**src/rtl/hyper_ddr_rx_pack_if.sv**
```systemverilog
// Word stream from the HyperBus RX packer toward the uDMA RX channel.
// The packer drives the word side; the consumer answers with ready.
interface hyper_ddr_rx_pack_if;
  logic [31:0] data_o;
  logic [3:0]  strb_o;
  logic        last_o;
  logic        valid_o;
  logic        ready_i;

  modport master (output data_o, strb_o, last_o, valid_o, input ready_i);
  modport slave  (input data_o, strb_o, last_o, valid_o, output ready_i);
endinterface

```
**src/rtl/hyper_ddr_rx_pack.sv**
```systemverilog
// HyperBus RX byte-pair packer: drops odd-start byte, counts length, packs into a word FIFO.
// Optional idle-beat abort is enabled by defining HYPER_RX_TIMEOUT_EN.
module hyper_ddr_rx_pack #(
  parameter int FIFO_DEPTH  = 4,
  parameter int LEN_W       = 16,
  parameter int TIMEOUT_CYC = 1024
) (
  input  logic                     clk_i,
  input  logic                     rst_ni,
  input  logic                     start_i,
  input  logic [LEN_W-1:0]         len_i,
  input  logic                     odd_i,
  input  logic                     ddr_valid_i,
  input  logic [7:0]               ddr_d0_i,
  input  logic [7:0]               ddr_d1_i,
  hyper_ddr_rx_pack_if.master      rx,
  output logic                     busy_o,
  output logic                     done_o,
  output logic                     overflow_o
`ifdef HYPER_RX_TIMEOUT_EN
  ,
  output logic                     timeout_o
`endif
);

  localparam int PTR_W = (FIFO_DEPTH > 1) ? $clog2(FIFO_DEPTH) : 1;
  localparam int CNT_W = PTR_W + 1;

  typedef enum logic [1:0] {S_IDLE, S_RECV, S_FLUSH, S_DRAIN} state_e;

  typedef struct packed {
    logic        last;
    logic [3:0]  strb;
    logic [31:0] data;
  } word_t;

  state_e             state_q, state_d;
  logic [LEN_W-1:0]   rem_q, rem_d;
  logic               skip_q, skip_d;
  logic [23:0]        acc_q, acc_d;
  logic [1:0]         acc_cnt_q, acc_cnt_d;
  logic               done_q, done_d;
  logic               ovf_q, ovf_d;
  logic [PTR_W-1:0]   wr_ptr_q, wr_ptr_d;
  logic [PTR_W-1:0]   rd_ptr_q, rd_ptr_d;
  logic [CNT_W-1:0]   fifo_cnt_q, fifo_cnt_d;
  word_t              mem [FIFO_DEPTH];

  logic               push, wr_en, pop, full, fifo_valid;
  word_t              push_word, head;
  logic [15:0]        beat_bytes;
  logic [1:0]         avail, n_acc;
  logic [2:0]         total;
  logic [39:0]        merged;

`ifdef HYPER_RX_TIMEOUT_EN
  localparam int TMO_W = $clog2(TIMEOUT_CYC + 1);
  logic [TMO_W-1:0]   tmo_cnt_q, tmo_cnt_d;
  logic               tmo_q, tmo_d;
`endif

  assign fifo_valid = (fifo_cnt_q != '0);
  assign full       = (fifo_cnt_q == CNT_W'(FIFO_DEPTH));
  assign pop        = fifo_valid && rx.ready_i;

  // NOTE: every signal written here gets a default first, so no path can infer a latch.
  always_comb begin
    state_d    = state_q;
    rem_d      = rem_q;
    skip_d     = skip_q;
    acc_d      = acc_q;
    acc_cnt_d  = acc_cnt_q;
    done_d     = 1'b0;
    ovf_d      = ovf_q;
    push       = 1'b0;
    push_word  = '0;
    beat_bytes = '0;
    avail      = 2'd0;
    n_acc      = 2'd0;
    total      = 3'd0;
    merged     = '0;
`ifdef HYPER_RX_TIMEOUT_EN
    tmo_cnt_d  = tmo_cnt_q;
    tmo_d      = tmo_q;
`endif

    unique case (state_q)
      S_IDLE: begin
        if (start_i) begin
          if (len_i != '0) begin
            rem_d     = len_i;
            skip_d    = odd_i;
            acc_d     = '0;
            acc_cnt_d = 2'd0;
            ovf_d     = 1'b0;
            state_d   = S_RECV;
`ifdef HYPER_RX_TIMEOUT_EN
            tmo_cnt_d = '0;
            tmo_d     = 1'b0;
`endif
          end else begin
            done_d = 1'b1;
          end
        end
      end

      S_RECV: begin
        if (ddr_valid_i) begin
          if (skip_q) begin
            beat_bytes = {8'h00, ddr_d1_i};
            avail      = 2'd1;
            skip_d     = 1'b0;
          end else begin
            beat_bytes = {ddr_d1_i, ddr_d0_i};
            avail      = 2'd2;
          end
          n_acc = (rem_q < LEN_W'(avail)) ? rem_q[1:0] : avail;
          // Bytes past the requested length never reach the accumulator.
          if (n_acc == 2'd1) beat_bytes[15:8] = 8'h00;
          if (n_acc == 2'd0) beat_bytes = '0;
          merged = {16'h0000, acc_q} | ({24'h000000, beat_bytes} << {acc_cnt_q, 3'b000});
          total  = {1'b0, acc_cnt_q} + {1'b0, n_acc};
          if (total >= 3'd4) begin
            push      = 1'b1;
            push_word = '{last: 1'b0, strb: 4'hF, data: merged[31:0]};
            acc_d     = {16'h0000, merged[39:32]};
            acc_cnt_d = 2'(total - 3'd4);
          end else begin
            acc_d     = merged[23:0];
            acc_cnt_d = total[1:0];
          end
          rem_d = rem_q - LEN_W'(n_acc);
          if (rem_d == '0) begin
            if (acc_cnt_d == 2'd0) begin
              push_word.last = 1'b1;
              state_d        = S_DRAIN;
            end else begin
              state_d = S_FLUSH;
            end
          end
        end
`ifdef HYPER_RX_TIMEOUT_EN
        if (ddr_valid_i) begin
          tmo_cnt_d = '0;
        end else if (tmo_cnt_q == TMO_W'(TIMEOUT_CYC - 1)) begin
          tmo_d   = 1'b1;
          state_d = (acc_cnt_q != 2'd0) ? S_FLUSH : S_DRAIN;
        end else begin
          tmo_cnt_d = tmo_cnt_q + TMO_W'(1);
        end
`endif
      end

      S_FLUSH: begin
        push      = 1'b1;
        push_word = '{last: 1'b1, strb: 4'((5'd1 << acc_cnt_q) - 5'd1), data: {8'h00, acc_q}};
        acc_d     = '0;
        acc_cnt_d = 2'd0;
        state_d   = S_DRAIN;
      end

      S_DRAIN: begin
        if (!fifo_valid) begin
          state_d = S_IDLE;
          done_d  = 1'b1;
        end
      end

      default: state_d = S_IDLE;
    endcase

    // The read stream cannot stall, so a full FIFO without a pop loses the word.
    wr_en = push && (!full || pop);
    if (push && full && !pop) ovf_d = 1'b1;

    wr_ptr_d   = wr_ptr_q + PTR_W'(wr_en);
    rd_ptr_d   = rd_ptr_q + PTR_W'(pop);
    fifo_cnt_d = fifo_cnt_q + CNT_W'(wr_en) - CNT_W'(pop);
  end

  // NOTE: state registers use non-blocking assignments so every flop samples pre-edge values.
  always_ff @(posedge clk_i) begin
    if (!rst_ni) begin
      state_q    <= S_IDLE;
      rem_q      <= '0;
      skip_q     <= 1'b0;
      acc_q      <= '0;
      acc_cnt_q  <= 2'd0;
      done_q     <= 1'b0;
      ovf_q      <= 1'b0;
      wr_ptr_q   <= '0;
      rd_ptr_q   <= '0;
      fifo_cnt_q <= '0;
`ifdef HYPER_RX_TIMEOUT_EN
      tmo_cnt_q  <= '0;
      tmo_q      <= 1'b0;
`endif
    end else begin
      state_q    <= state_d;
      rem_q      <= rem_d;
      skip_q     <= skip_d;
      acc_q      <= acc_d;
      acc_cnt_q  <= acc_cnt_d;
      done_q     <= done_d;
      ovf_q      <= ovf_d;
      wr_ptr_q   <= wr_ptr_d;
      rd_ptr_q   <= rd_ptr_d;
      fifo_cnt_q <= fifo_cnt_d;
`ifdef HYPER_RX_TIMEOUT_EN
      tmo_cnt_q  <= tmo_cnt_d;
      tmo_q      <= tmo_d;
`endif
    end
  end

  // NOTE: the storage array is not reset; reset empties the pointers and the outputs are gated by valid.
  always_ff @(posedge clk_i) begin
    if (wr_en) mem[wr_ptr_q] <= push_word;
  end

  assign head       = mem[rd_ptr_q];
  assign rx.valid_o = fifo_valid;
  assign rx.data_o  = fifo_valid ? head.data : 32'h0;
  assign rx.strb_o  = fifo_valid ? head.strb : 4'h0;
  assign rx.last_o  = fifo_valid ? head.last : 1'b0;

  assign busy_o     = (state_q != S_IDLE);
  assign done_o     = done_q;
  assign overflow_o = ovf_q;
`ifdef HYPER_RX_TIMEOUT_EN
  assign timeout_o  = tmo_q;
`endif

endmodule
```
**src/flat_wrapper.sv**
```systemverilog
// flat-port wrapper written by rule: the top's interface ports become plain ports
module hyper_ddr_rx_pack_flat 
#(
  parameter int FIFO_DEPTH  = 4,
  parameter int LEN_W       = 16,
  parameter int TIMEOUT_CYC = 1024
)
  (clk_i, rst_ni, start_i, len_i, odd_i, ddr_valid_i, ddr_d0_i, ddr_d1_i, busy_o, done_o, overflow_o, rx_data_o, rx_strb_o, rx_last_o, rx_valid_o, rx_ready_i);
  hyper_ddr_rx_pack_if rx_i ();
  input  logic clk_i;
  input  logic rst_ni;
  input  logic start_i;
  input  logic [LEN_W-1:0] len_i;
  input  logic odd_i;
  input  logic ddr_valid_i;
  input  logic [7:0] ddr_d0_i;
  input  logic [7:0] ddr_d1_i;
  output logic busy_o;
  output logic done_o;
  output logic overflow_o;
  output wire logic [$bits(rx_i.data_o)-1:0] rx_data_o;
  output wire logic [$bits(rx_i.strb_o)-1:0] rx_strb_o;
  output wire logic [$bits(rx_i.last_o)-1:0] rx_last_o;
  output wire logic [$bits(rx_i.valid_o)-1:0] rx_valid_o;
  input wire logic [$bits(rx_i.ready_i)-1:0] rx_ready_i;
  assign rx_data_o = rx_i.data_o;
  assign rx_strb_o = rx_i.strb_o;
  assign rx_last_o = rx_i.last_o;
  assign rx_valid_o = rx_i.valid_o;
  assign rx_i.ready_i = rx_ready_i;
  hyper_ddr_rx_pack #(.FIFO_DEPTH(FIFO_DEPTH), .LEN_W(LEN_W), .TIMEOUT_CYC(TIMEOUT_CYC)) u_core (.clk_i(clk_i), .rst_ni(rst_ni), .start_i(start_i), .len_i(len_i), .odd_i(odd_i), .ddr_valid_i(ddr_valid_i), .ddr_d0_i(ddr_d0_i), .ddr_d1_i(ddr_d1_i), .rx(rx_i), .busy_o(busy_o), .done_o(done_o), .overflow_o(overflow_o));
endmodule
```
**config.mk**
```make
export PLATFORM = sky130hd
export DESIGN_NAME = hyper_ddr_rx_pack_flat
export DESIGN_NICKNAME = d
export VERILOG_FILES = /design/src/rtl/hyper_ddr_rx_pack_if.sv /design/src/rtl/hyper_ddr_rx_pack.sv /design/src/flat_wrapper.sv
export SDC_FILE = /design/constraint.sdc
export NUM_CORES = 1
export LEC_CHECK = 0
export CAP_MARGIN = 20
export CORE_ASPECT_RATIO = 0.9
export CORE_MARGIN = 3
export CORE_UTILIZATION = 50
export CTS_CLUSTER_SIZE = 16
export DETAILED_ROUTE_END_ITERATION = 12
export GPL_TIMING_DRIVEN = 0
export PLACE_DENSITY_LB_ADDON = 0.1
export REMOVE_ABC_BUFFERS = 1
export SLEW_MARGIN = 20
export SYNTH_ARGS = -nofsm -noshare
export SYNTH_HDL_FRONTEND = slang
export SYNTH_SLANG_ARGS = --single-unit
```
**constraint.sdc**
```tcl
create_clock -name clk_i -period 11.8 [get_ports clk_i]
set_clock_uncertainty 0.1 [all_clocks]
set_input_delay 1.77 -clock clk_i [delete_from_list [all_inputs] [get_ports clk_i]]
set_output_delay 1.77 -clock clk_i [all_outputs]
set_load 0.05 [all_outputs]
```
==> metrics.md <==
| Metric | Value |
|---|---|
| Antenna violations before repair | 0 |
| Pwr/cell area | 231 nW/µm² |
| Slew Limit Fails | 0 |
| Initial Util | 51.3% |
| CTS clk-pin slew, worst paths | 0.06 ns |
| TritonRoute pass-1 iters | 5 |
| CTS resizes | 0 |
| Synth Register Bits | 202 |
| Worst path arrival time | 6.05 ns |
| Worst slew pin tran | 0.947 ns |
| Die height | 137 µm |
| Max-cap check violation count | 0 |
| Buf/Inv on CP | 6 |
| Chip width | 151 µm |
| Avg Cell Area, Syn | 12.7 µm² |
| ANT cells | 0 |
| Via/cell ratio | 5.94 |
| Area Growth Syn to Fin | 19.1% |
| Main synth FF type | edfxtp_1 |
| Die ar. | 20700 µm² |
| Grt met3 use | 3.77% |
| Post-synthesis adder-cell area fraction | 2.00% |
| Outcome | finished, final reports clean |
| XOR/XNOR share of the synthesized area | 0.646% |
| Yosys top cell by area | edfxtp_1 |
| Final critical-path setup slack | 5.84 ns |
| Critical-path cell list | ha_1 -> inv_1 -> o21a_1 -> nand3_4 -> o21ai_0 -> ha_1 -> fa_1 -> and3_1 -> nand2_1 -> inv_1 -> nor2_2 -> nor4b_2 -> buf_2 -> buf_2 -> buf_2 -> buf_2 |
| Max clock buf depth | 3 |
| Post-synthesis compound-gate area fraction | 12.3% |
| Number of global-route vias before repair | 6282 |
| Fin cells | 1087 |
| CTS tree | done |
| Main area contributors after synthesis | edfxtp_1, dfxtp_1, mux4_2 |
| CTS buffer count | 22 |
| Drt wl/cell | 20.3 µm |
| Critical path's most frequent cell | buf_2 |
| Iter 0 DRT Violations | 544 |
| Max FO, Critical Path | 22 |
| EDFF count, synth | 148 |
| # DRC | 0 |
| Fin nets | 878 |
| Top-count cell post-synth | edfxtp_1 |
| Gate Count Post-Synth | 749 |
| Fin crit share | 50.5% |
| Min Tclk post-route | 5.96 ns |
| CP startpoint kind | register |
| CTS Hold Buffers Added | 0 |
| Grt met2 use | 34.0% |
| Kind of critical path | register to register |
| # clock sinks | 202 |
| Row cnt | 47 |
| Post-Route WL | 22.1 mm |
| Total track usage | 21.6% |
| Critical-path top delay cell | dfxtp_1 |
| Async set or reset register ratio after synthesis | 0% |
| Worst r2r src | u_core.skip_q$_SDFFE_PN0P_ |
| IO Pins | 79 |
| CP Capture Type | register |
| PortBufs | 78 |
| Delay-heaviest family, CP | simple AND/OR/NAND/NOR gates |
| Place WS | 5.84 ns |
| Fmax | 0.168 GHz |
| Fin util | 61.1% |
| Yosys cell types | 60 |
| Cells after DPL | 1047 |
| CTS root buf | clkbuf_16 |
| Critical Path RT | 11.89 ns |
| First-pass GRT wire length | 34.8 mm |
| Busiest grt layer | met2 |
| Share of the synthesized area in the top cell type | 46.8% |
| Synth Warn # | 0 |
| CP max stage delay | 0.95 ns |
| Setup repair after global routing missed its margin | false |
| M1 GR Usage | 31.8% |
| Peak VDD IR | 0.000142 V |
| Area share of and/or/nand/nor cells after synthesis | 14.4% |
| Antenna viol nets, final | 0 |
| CORE AREA | 18500 µm² |
| GR Overflow Total | 0 |
| H-tree depth | 1 |
| Final hold vios | 0 |
| Post-synthesis mux area share | 10.0% |
| Setup violators final | 0 |
| Seq/Total Area, Yosys | 58.2% |
| Post-Syn Area | 9490 µm² |
| Hold crit path type | register to register |
| Skew-Pair Late Insertion Delay | 0.50 ns |
| Rel. slew slack | 36.4% |
| Placer Congestion | 0.846 |
| Pleak | 4.13 nW |
| Largest family of logic cells by synthesized area | simple AND/OR/NAND/NOR gates |
| Beginning of the critical path | u_core.skip_q$_SDFFE_PN0P_ |
| Via count | 6460 |
| Post-synth top cells | edfxtp_1, and2_1, dfxtp_1 |
| Largest net degree at the start of global routing | 43 |
| Layout cells sized above 1 | 13.2% |
| Post-CTS Setup Bufs | 0 |
| Hold Path Origin | u_core.overflow_o$_SDFFE_PN0P_ |
| Post-DP HPWL | 15.3 mm |
## kinds of logic after synthesis
group	count (synthesis)
fa+ha+maj	14
simple gates	250
mux	49
compound gates	168
buf+inv	59
flops	202
xor+xnor	7
## report_power, final
group	total (mW)	switching (mW)	internal [mW]	leakage, nW
sequential	0.896	0.0857	0.811	2.09
combinational	1.08	0.658	0.423	1.71
clock	0.637	0.262	0.375	0.322
total	2.62	1.01	1.61	4.13
## cell usage in the layout (no fill, tap or decap), types with 7 or more instances in the layout
cell type        Yosys  layout
nor2_1              52      50
mux2i_1             12      12
a211o_1             11      11
a22oi_1             17      17
nand3_1              7       7
nor3_1               9       8
o21a_1               7       7
o21ai_0             31      31
and2_1              55      55
a22o_1              17      17
nand2_1             49      49
nor2b_1             30      30
dfxtp_1             54      52
nor4_1              13      11
buf_2                3      15
edfxtp_1           148     148
ha_1                12      11
a21oi_1             45      45
clkdlybuf4s50_1      0      77
a221o_1              8       8
inv_1               13      13
mux4_2              37      37
clkbuf_1            32      10
clkbuf_16            0      22
## per-stage QoR
stage               power (mW)  hold WS [ns]  area (µm²)  setup TNS [ns]
global placement          1.95         0.362       10400           -4.68
CTS                       2.63         0.378       11300               0
floorplan                 1.67         0.349        9310               0
global route              2.77         0.417       11300               0
finish                    2.62         0.375       11300               0
detailed placement        1.98         0.363       10600               0
## routing by layer
layer | share of wire [%] | wire length (µm) | vias to the layer above
met2 | 47 | 10400 | 215
met5 | 0 | 0 | -
met3 | 5.7 | 1250 | 31
met1 | 46 | 10100 | 3201
li1 | - | - | 3013
met4 | 1.7 | 376 | 0
## sequential cells by signal, indices dropped and copies added, names as in the netlist
| name | cells |
|---|---|
| u_core.acc_q | 24 |
| u_core.rem_q | 16 |
| u_core.fifo_cnt_q | 3 |
| u_core.acc_cnt_q | 2 |
| u_core.rd_ptr_q | 2 |
| u_core.done_o | 1 |
| u_core.overflow_o | 1 |
| u_core.state_q | 2 |
| u_core.skip_q | 1 |
| u_core.mem | 148 |
| u_core.wr_ptr_q | 2 |
## worst paths after layout
kind | end | slack (ns) | depth (start not counted)
setup / recovery | u_core.mem[1][3]$_DFFE_PP_ | 5.84 | 16
hold / removal | u_core.overflow_o$_SDFFE_PN0P_ | 0.38 | 2
setup reg to reg | u_core.mem[1][3]$_DFFE_PP_ | 5.84 | 16
hold reg to reg | u_core.overflow_o$_SDFFE_PN0P_ | 0.38 | 2
## worst register-to-register path: stages (launching register included)
cell and delay (ns):
dfxtp_1 0.95, ha_1 0.38, inv_1 0.07, o21a_1 0.20, nand3_4 0.16, o21ai_0 0.30, ha_1 0.22, fa_1 0.50
and3_1 0.26, nand2_1 0.15, inv_1 0.40, nor2_2 0.30, nor4b_2 0.67, buf_2 0.31, buf_2 0.23, buf_2 0.24
buf_2 0.24
## cell type report
type | instances | area, µm²
fillers | 1467 | 7210
flip-flops and latches | 202 | 5530
multi-input cells | 488 | 3770
repair buffers | 98 | 972
clock buffers | 33 | 602
well taps | 245 | 307
clock inverters | 7 | 71.3
inverters | 14 | 52.6
Power figures use the tool's default switching activity.
